$ cat src/rtl/lpc_uart_tx.sv
// 8N1 UART transmitter for the LPC UART bridge: a small byte FIFO feeding an
// LSB-first serialiser, with bit timing counted in lpc_clk cycles.
module lpc_uart_tx #(
  parameter int CLKS_PER_BIT = 286,
  parameter int FIFO_DEPTH   = 4
) (
  input  logic                               lpc_clk,
  input  logic                               lpc_rst,
  input  logic                               wr_en,
  input  logic [7:0]                         wr_data,
  output logic                               fifo_full,
  output logic [$clog2(FIFO_DEPTH+1)-1:0]    fifo_count,
  output logic                               overflow,
  output logic                               busy,
  output logic                               uart_tx
);

  localparam int AW = $clog2(FIFO_DEPTH);
  localparam int CW = $clog2(FIFO_DEPTH + 1);
  localparam int BW = $clog2(CLKS_PER_BIT);
  localparam logic [BW-1:0] BAUD_TOP = BW'(CLKS_PER_BIT - 1);
  localparam logic [CW-1:0] FULL_CNT = CW'(FIFO_DEPTH);

  typedef enum logic [1:0] {S_IDLE, S_START, S_DATA, S_STOP} state_t;

  state_t        r_state;
  logic [7:0]    r_mem [FIFO_DEPTH];
  logic [AW-1:0] r_wptr, r_rptr;
  logic [CW-1:0] r_count;
  logic [BW-1:0] r_baud;
  logic [2:0]    r_bit;
  logic [7:0]    r_shift;
  logic          r_tx;
  logic          r_ovf;

  logic w_full, w_push, w_pop, w_bit_end;

  assign w_full    = (r_count == FULL_CNT);
  assign w_push    = wr_en && !w_full;
  assign w_bit_end = (r_baud == '0);
  // The head leaves the FIFO either from IDLE or on the last STOP cycle, which
  // is what makes back-to-back frames seamless.
  assign w_pop     = (r_count != '0) &&
                     ((r_state == S_IDLE) || ((r_state == S_STOP) && w_bit_end));

  always_ff @(posedge lpc_clk) begin
    if (w_push) r_mem[r_wptr] <= wr_data;
  end

  always_ff @(posedge lpc_clk or negedge lpc_rst) begin
    if (!lpc_rst) begin
      r_wptr  <= '0;
      r_rptr  <= '0;
      r_count <= '0;
      r_ovf   <= 1'b0;
    end else begin
      r_ovf <= wr_en && w_full;
      if (w_push) r_wptr <= r_wptr + 1'b1;
      if (w_pop)  r_rptr <= r_rptr + 1'b1;
      case ({w_push, w_pop})
        2'b10:   r_count <= r_count + 1'b1;
        2'b01:   r_count <= r_count - 1'b1;
        default: r_count <= r_count;
      endcase
    end
  end

  always_ff @(posedge lpc_clk or negedge lpc_rst) begin
    if (!lpc_rst) begin
      r_state <= S_IDLE;
      r_baud  <= '0;
      r_bit   <= '0;
      r_shift <= '0;
      r_tx    <= 1'b1;
    end else begin
      case (r_state)
        S_IDLE: begin
          if (w_pop) begin
            r_shift <= r_mem[r_rptr];
            r_baud  <= BAUD_TOP;
            r_tx    <= 1'b0;
            r_state <= S_START;
          end
        end
        S_START: begin
          if (w_bit_end) begin
            r_baud  <= BAUD_TOP;
            r_bit   <= '0;
            r_tx    <= r_shift[0];
            r_state <= S_DATA;
          end else begin
            r_baud <= r_baud - 1'b1;
          end
        end
        S_DATA: begin
          if (w_bit_end) begin
            r_baud <= BAUD_TOP;
            if (r_bit == 3'd7) begin
              r_tx    <= 1'b1;
              r_state <= S_STOP;
            end else begin
              // tx is registered, so drive the next bit as the shift happens
              r_shift <= r_shift >> 1;
              r_tx    <= r_shift[1];
              r_bit   <= r_bit + 1'b1;
            end
          end else begin
            r_baud <= r_baud - 1'b1;
          end
        end
        S_STOP: begin
          if (w_bit_end) begin
            if (w_pop) begin
              r_shift <= r_mem[r_rptr];
              r_baud  <= BAUD_TOP;
              r_tx    <= 1'b0;
              r_state <= S_START;
            end else begin
              r_state <= S_IDLE;
            end
          end else begin
            r_baud <= r_baud - 1'b1;
          end
        end
        default: r_state <= S_IDLE;
      endcase
    end
  end

  assign fifo_full  = w_full;
  assign fifo_count = r_count;
  assign overflow   = r_ovf;
  assign busy       = (r_state != S_IDLE) || (r_count != '0);
  assign uart_tx    = r_tx;

endmodule

$ cat config.mk
export PLATFORM = sky130hd
export DESIGN_NAME = lpc_uart_tx
export DESIGN_NICKNAME = d
export VERILOG_FILES = /design/src/rtl/lpc_uart_tx.sv
export SDC_FILE = /design/constraint.sdc
export NUM_CORES = 1
export LEC_CHECK = 0
export CAP_MARGIN = 20
export CORE_MARGIN = 3
export CORE_UTILIZATION = 29
export DETAILED_ROUTE_END_ITERATION = 8
export PLACE_DENSITY = 0.52
export SLEW_MARGIN = 0
export SYNTH_ARGS = -nofsm -noshare
export SYNTH_HDL_FRONTEND = slang
export SYNTH_SLANG_ARGS = --single-unit
export TNS_END_PERCENT = 100
$ cat constraint.sdc
create_clock -name lpc_clk -period 3 [get_ports lpc_clk]
set_input_delay 0.75 -clock lpc_clk [delete_from_list [all_inputs] [get_ports lpc_clk]]
set_output_delay 0.75 -clock lpc_clk [all_outputs]
set_load 0.02 [all_outputs]
==> Word level (Yosys, flattened, before mapping) <==
Memory sizes are Yosys's and may differ from the RTL's.
Index checks and enable logic that the tools add are counted.
W data, S select, Z words.
{ "word_totals": {"regBits": 31, "ramBits": 32, "in_bits": 11, "mem_count": 1} }
{ "mem_list": {"columns": ["memory", "words", "width", "read_ports", "rd_ports_with_merged_regs", "wr", "line_no", "rtl"], "rows": [
  ["r_mem", 4, 8, 1, 0, 1, "27", "logic [7:0] r_mem [FIFO_DEPTH];"]
]} }
{ "classes": {"n_addsub": 6, "eq_ne": 13, "mux": 29, "n_reduce_logical": 19} }
{ "ops": {"columns": ["op", "count"], "rows": [
  ["$mux W8", 4],
  ["$mux W9", 3],
  ["$pmux W9 S3", 1],
  ["$pmux W8 S3", 1],
  ["$ne A2 B2 Y1 const B", 6],
  ["$pmux W3 S2", 2],
  ["$mux W2", 5],
  ["$logic_not A9 Y1", 1],
  ["$mux W3", 3],
  ["$sub A9 B1 Y9 const B", 1],
  ["$mux W1", 8],
  ["$pmux W2 S4", 1],
  ["$reduce_and A4 Y1", 2],
  ["$add A3 B1 Y3 const B", 2],
  ["$eq A2 B2 Y1 const B", 3],
  ["$eq A3 B3 Y1 const B", 2],
  ["$reduce_bool A2 Y1", 3],
  ["$reduce_bool A3 Y1", 2],
  ["$reduce_and A5 Y1", 1],
  ["$add A2 B1 Y2 const B", 2],
  ["$eq A2 B1 Y1 const B", 2],
  ["$logic_and A1 B1 Y1", 4],
  ["$pmux W1 S4", 1],
  ["$reduce_and A3 Y1", 1],
  ["other kinds (5)", 6]
]} }

==> Depth between registers and ports, before layout <==
{ "logic_depth": {"word_depth": 7, "depth_mapped": 12, "depth_no_buf": 12} }

==> Worst setup path after synthesis <==
OpenSTA, ideal clock, no wires.
{ "synth_timing": {"path_type": "reg-to-reg", "from": "register r_baud[0]", "to": "register r_count[1] (netlist: fifo_count[1])", "setup_time_ps": 83, "arrival_ps": 2315, "setup_slack_ps": 602, "path_stages_with_launch": 11, "n_path_buf": 0, "synth_period_minus_slack_ps": 2398, "path_cell_list": "dfrtp_1 > inv_1 > ha_1 > and2b_1 > and4_1 > o21ai_1 > inv_1 > ha_1 > inv_1 > fa_1 > o21ai_0"} }
{ "synth_between": {"elab_chain_len": 6} }
{ "synth_lines": {"columns": ["element", "line_no", "rtl"], "rows": [
  ["start: declaration", "30", "logic [BW-1:0] r_baud;"],
  ["start signal: assignment", "92", "r_baud <= r_baud - 1'b1;"],
  ["start signal: assignment", "108", "r_baud <= r_baud - 1'b1;"],
  ["start signal: assignment", "122", "r_baud <= r_baud - 1'b1;"],
  ["$logic_not A9 Y1 *", "40", "assign w_bit_end = (r_baud == '0);"],
  ["$logic_and A1 B1 Y1 *", "44", "((r_state == S_IDLE) || ((r_state == S_STOP) && w_bit_end));"],
  ["$logic_or A1 B1 Y1 *", "44", null],
  ["$logic_and A1 B1 Y1 *", "43", "assign w_pop = (r_count != '0) &&"],
  ["net w_pop", "36", "logic w_full, w_push, w_pop, w_bit_end;"],
  ["$eq A2 B1 Y1 or $eq A2 B2 Y1 (tied branches)", "60", "case ({w_push, w_pop})"],
  ["$pmux W3 S2 or $reduce_bool A2 Y1 (tied branches)", null, null],
  ["end signal: assignment", "61", "2'b10: r_count <= r_count + 1'b1;"],
  ["end signal: assignment", "62", "2'b01: r_count <= r_count - 1'b1;"],
  ["end signal: assignment", "63", "default: r_count <= r_count;"],
  ["end: declaration", "29", "logic [CW-1:0] r_count;"]
]} }
Mark *: on every way through the listed nets, which the timed path passes. The rest lies on a longest branch.
A chain may end at the register's enable or synchronous reset.

==> Worst setup path in the final report <==
{ "layout_timing": {"from": "register r_state[0]", "to": "output busy"} }
{ "layout_between": {"elab_chain_len": 2} }
{ "layout_lines": {"columns": ["element", "line_no", "rtl"], "rows": [
  ["start: declaration", "26", "state_t r_state;"],
  ["start signal: assignment", "70", "r_state <= S_IDLE;"],
  ["start signal: assignment", "82", "r_state <= S_START;"],
  ["start signal: assignment", "90", "r_state <= S_DATA;"],
  ["$reduce_bool A2 Y1", "133", "assign busy = (r_state != S_IDLE) || (r_count != '0);"],
  ["$logic_or A1 B1 Y1", "133", null],
  ["end: declaration", "14", "output logic busy,"]
]} }
Every way passes these cells.

==> impl_metrics.ini <==
[route]
dr.first_iter.drc_count = 87
firstDrtPassIters = 4
wl_per_cell_um = 14.7
antenna_left = 0
routed-via-count = 1931
drt_wl_total_um = 5870
drc = 0
vias_per_cell = 4.84

[clocking]
post_cts_resized = 0
clkLatencyLatePin_ns = 0.35
cts.sinks = 63
cts_buffer_depth = 2
cts_buffers = 9
clk_pin_slew_ns = 0.08
cts_tree = done
cts_hold_buf = 0
cts_setup_buffers = 0
htree_levels = 3
clockRootBuffer = clkbuf_8

[setup_path]
cp.arrival_ns = 1.88
crit_type = reg2out
regToRegSetupSlack_ns = 0.44
cp-end-kind = primary output
startpoint_type = register
ff2ff_path_depth = 12
r2r_start = r_baud[0]$_DFF_PN0_
critPathLaunch = r_state[0]$_DFFE_PN0P_
cp_max_fo = 5
worst_ep_required_time_ns = 2.25
rr_endpoint = fifo_count[2]$_DFFE_PN0P_

[place]
portBuffers = 17
place_congestion = 0.762
dp.cells = 383
hpwl_um = 4010

[grt]
grt_start_max_net_pins = 32
grt_util_met2 = 0.173
overflow = 0
antenna_found_initial = 0
grt_use_met1 = 0.145
grt_use_total = 0.110
grt_pass1_vias = 1948
use_met3 = 0.0275
globalRoute.busiestLayer = met2
grt_pass1_wl_um = 9920

[sta]
min_period_over_period = 0.878
finClkSkew_ns = 0.0134
fin_crit_ns = 2.63
slew_violations = 0
fmax_mhz = 380
finalSetupViolCount = 0
tightest_slew_ns = 0.552
final-hold-violation-count = 0
rsz0062_at_grt = false
tns_ns = 0
slew_headroom = 0.632

[synth]
synthXorXnorAreaFrac = 0.0203
synth_ff_type = edfxtp_1
synth.cell_area_mm2 = 0.00302
synth-seq-cells = 63
async_reset_ff_frac = 0.492
synth_compound_area_frac = 0.115
ys_warn_count = 0
synth_edf_count = 32
yosys.area_share.simple = 0.109
synth_top_family_by_area = compound AO/OA/AOI/OAI gates
synth_fa_ha_area_frac = 0.0646
ys_seq_area_frac = 0.575
syn-num-nets = 261
synthMuxAreaShare = 0.0816
syn_avg_cell_area_um2 = 12.9
synthCells = 235
synth_cell_types = 52

[hold_path]
whs_path_depth = 1
min_from = r_bit[1]$_DFFE_PN0P_
hold_path_class = reg2reg
hold_end = r_bit[1]$_DFFE_PN0P_

[power]
power_density_mw_per_mm2 = 1090
peakVddDrop_mv = 0.338
p_leak_nw = 1.44

[layout]
layout.nets = 287
syn_to_final_growth_pct = 17.0
num_antenna_cells = 0
final_cell_mix = 32 x edfxtp_1, 30 x dfrtp_1, 20 x inv_1
final_cells = 399
fillers = 989
drive_above_1_share = 0.154
final_common_cell = edfxtp_1

[job]
drv_cap = 0

[outcome]
status = finished, final reports clean

[floorplanning]
initial_core_util = 0.304
fp.dieH_um = 108
core_area_mm2 = 0.00995
rows = 36
io_pins = 18
dieArea_mm2 = 0.0117
die_w_um = 108
-- cells by family (layout without fill, tap and decap cells) --
family,after synthesis,in the layout
adder cells (fa/ha/maj),15,15
buffers and inverters,25,56
AO/OA/AOI/OAI,50,50
XOR/XNOR,7,7
AND/OR/NAND/NOR,61,61
flip-flops,63,63
multiplexers,14,14
-- power by group --
part	internal [W]	switching, W	leakage (nW)
sequential	0.00120	0.000222	0.664
combinational	0.000802	0.000953	0.687
clock	0.000309	0.000379	0.0913
total	0.00231	0.00155	1.44
-- through the flow --
step	setup slack, ns	total power, W	util	area [um^2]	hold WS [ns]
2_1_floorplan	0.602	0.00273	-	3020	0.454
3_3_place_gp	0.452	0.00318	0.337	3350	0.476
3_5_place_dp	0.388	0.00321	0.337	3350	0.480
4_1_cts	0.335	0.00391	0.355	3540	0.503
5_1_grt	0.214	0.00418	0.355	3540	0.533
6_report	0.367	0.00386	0.355	3540	0.503
-- registers in the layout (all words and copies together), names as in the netlist --
signal      cells
r_wptr          2
r_state         2
uart_tx         1
r_shift         8
fifo_count      3
overflow        1
r_baud          9
r_rptr          2
r_bit           3
r_mem          32
-- worst max-delay path: stages (launching register included) --
cell and delay, ns:
dfrtp_1 0.43, inv_1 0.11, ha_1 0.27, nand2_1 0.11
clkdlybuf4s50_1 0.62
-- per-layer routing --
| metal | share of wire | up-vias | wire length [um] |
|---|---|---|---|
| li1 | - | 929 | - |
| met1 | 0.46 | 959 | 2720 |
| met2 | 0.48 | 33 | 2830 |
| met3 | 0.040 | 10 | 232 |
| met4 | 0.016 | 0 | 93 |
| met5 | 0 | - | 0 |
-- area by class of cell --
cell class / instances / area [um^2] / share of cell area
multi-input combinational: 147 / 1180 / 0.334
inverter: 20 / 75.1 / 0.0212
timing repair buffer: 20 / 193 / 0.0545
tap: 133 / 166 / 0.0471
clock buffer: 9 / 124 / 0.0350
clock inverter: 7 / 58.8 / 0.0166
sequential: 63 / 1740 / 0.492
-- worst max-delay path by stage --
stage,endpoint,slack (ns),cells after the start
detailed placement,fifo_count[2]$_DFFE_PN0P_,0.39,9
global route,busy,0.21,4
finish,busy,0.37,4
floorplan,fifo_count[1]$_DFFE_PN0P_,0.60,10
CTS,busy,0.34,4
global placement,fifo_count[2]$_DFFE_PN0P_,0.45,9
-- synthesized netlist by cell type, types with 3 or more instances --
library cell  count  area share
and3_1            6       0.012
o22a_1            3      0.0087
a21oi_1          12       0.020
dfrtp_1          30        0.25
xnor2_1           5       0.014
inv_1            20       0.025
clkbuf_1          3      0.0037
a21o_1            3      0.0075
nor3_2            3      0.0099
mux2_2            5       0.019
mux4_2            8       0.060
o21ai_0           6      0.0099
edfxtp_1         32        0.32
nand3_1           8       0.013
nor2_1           14       0.017
nand2_1           8      0.0099
nor3_1            6      0.0099
o22ai_1           7       0.014
or3_1             3      0.0062
ha_1             14       0.058
Power figures use the tool's default switching activity.
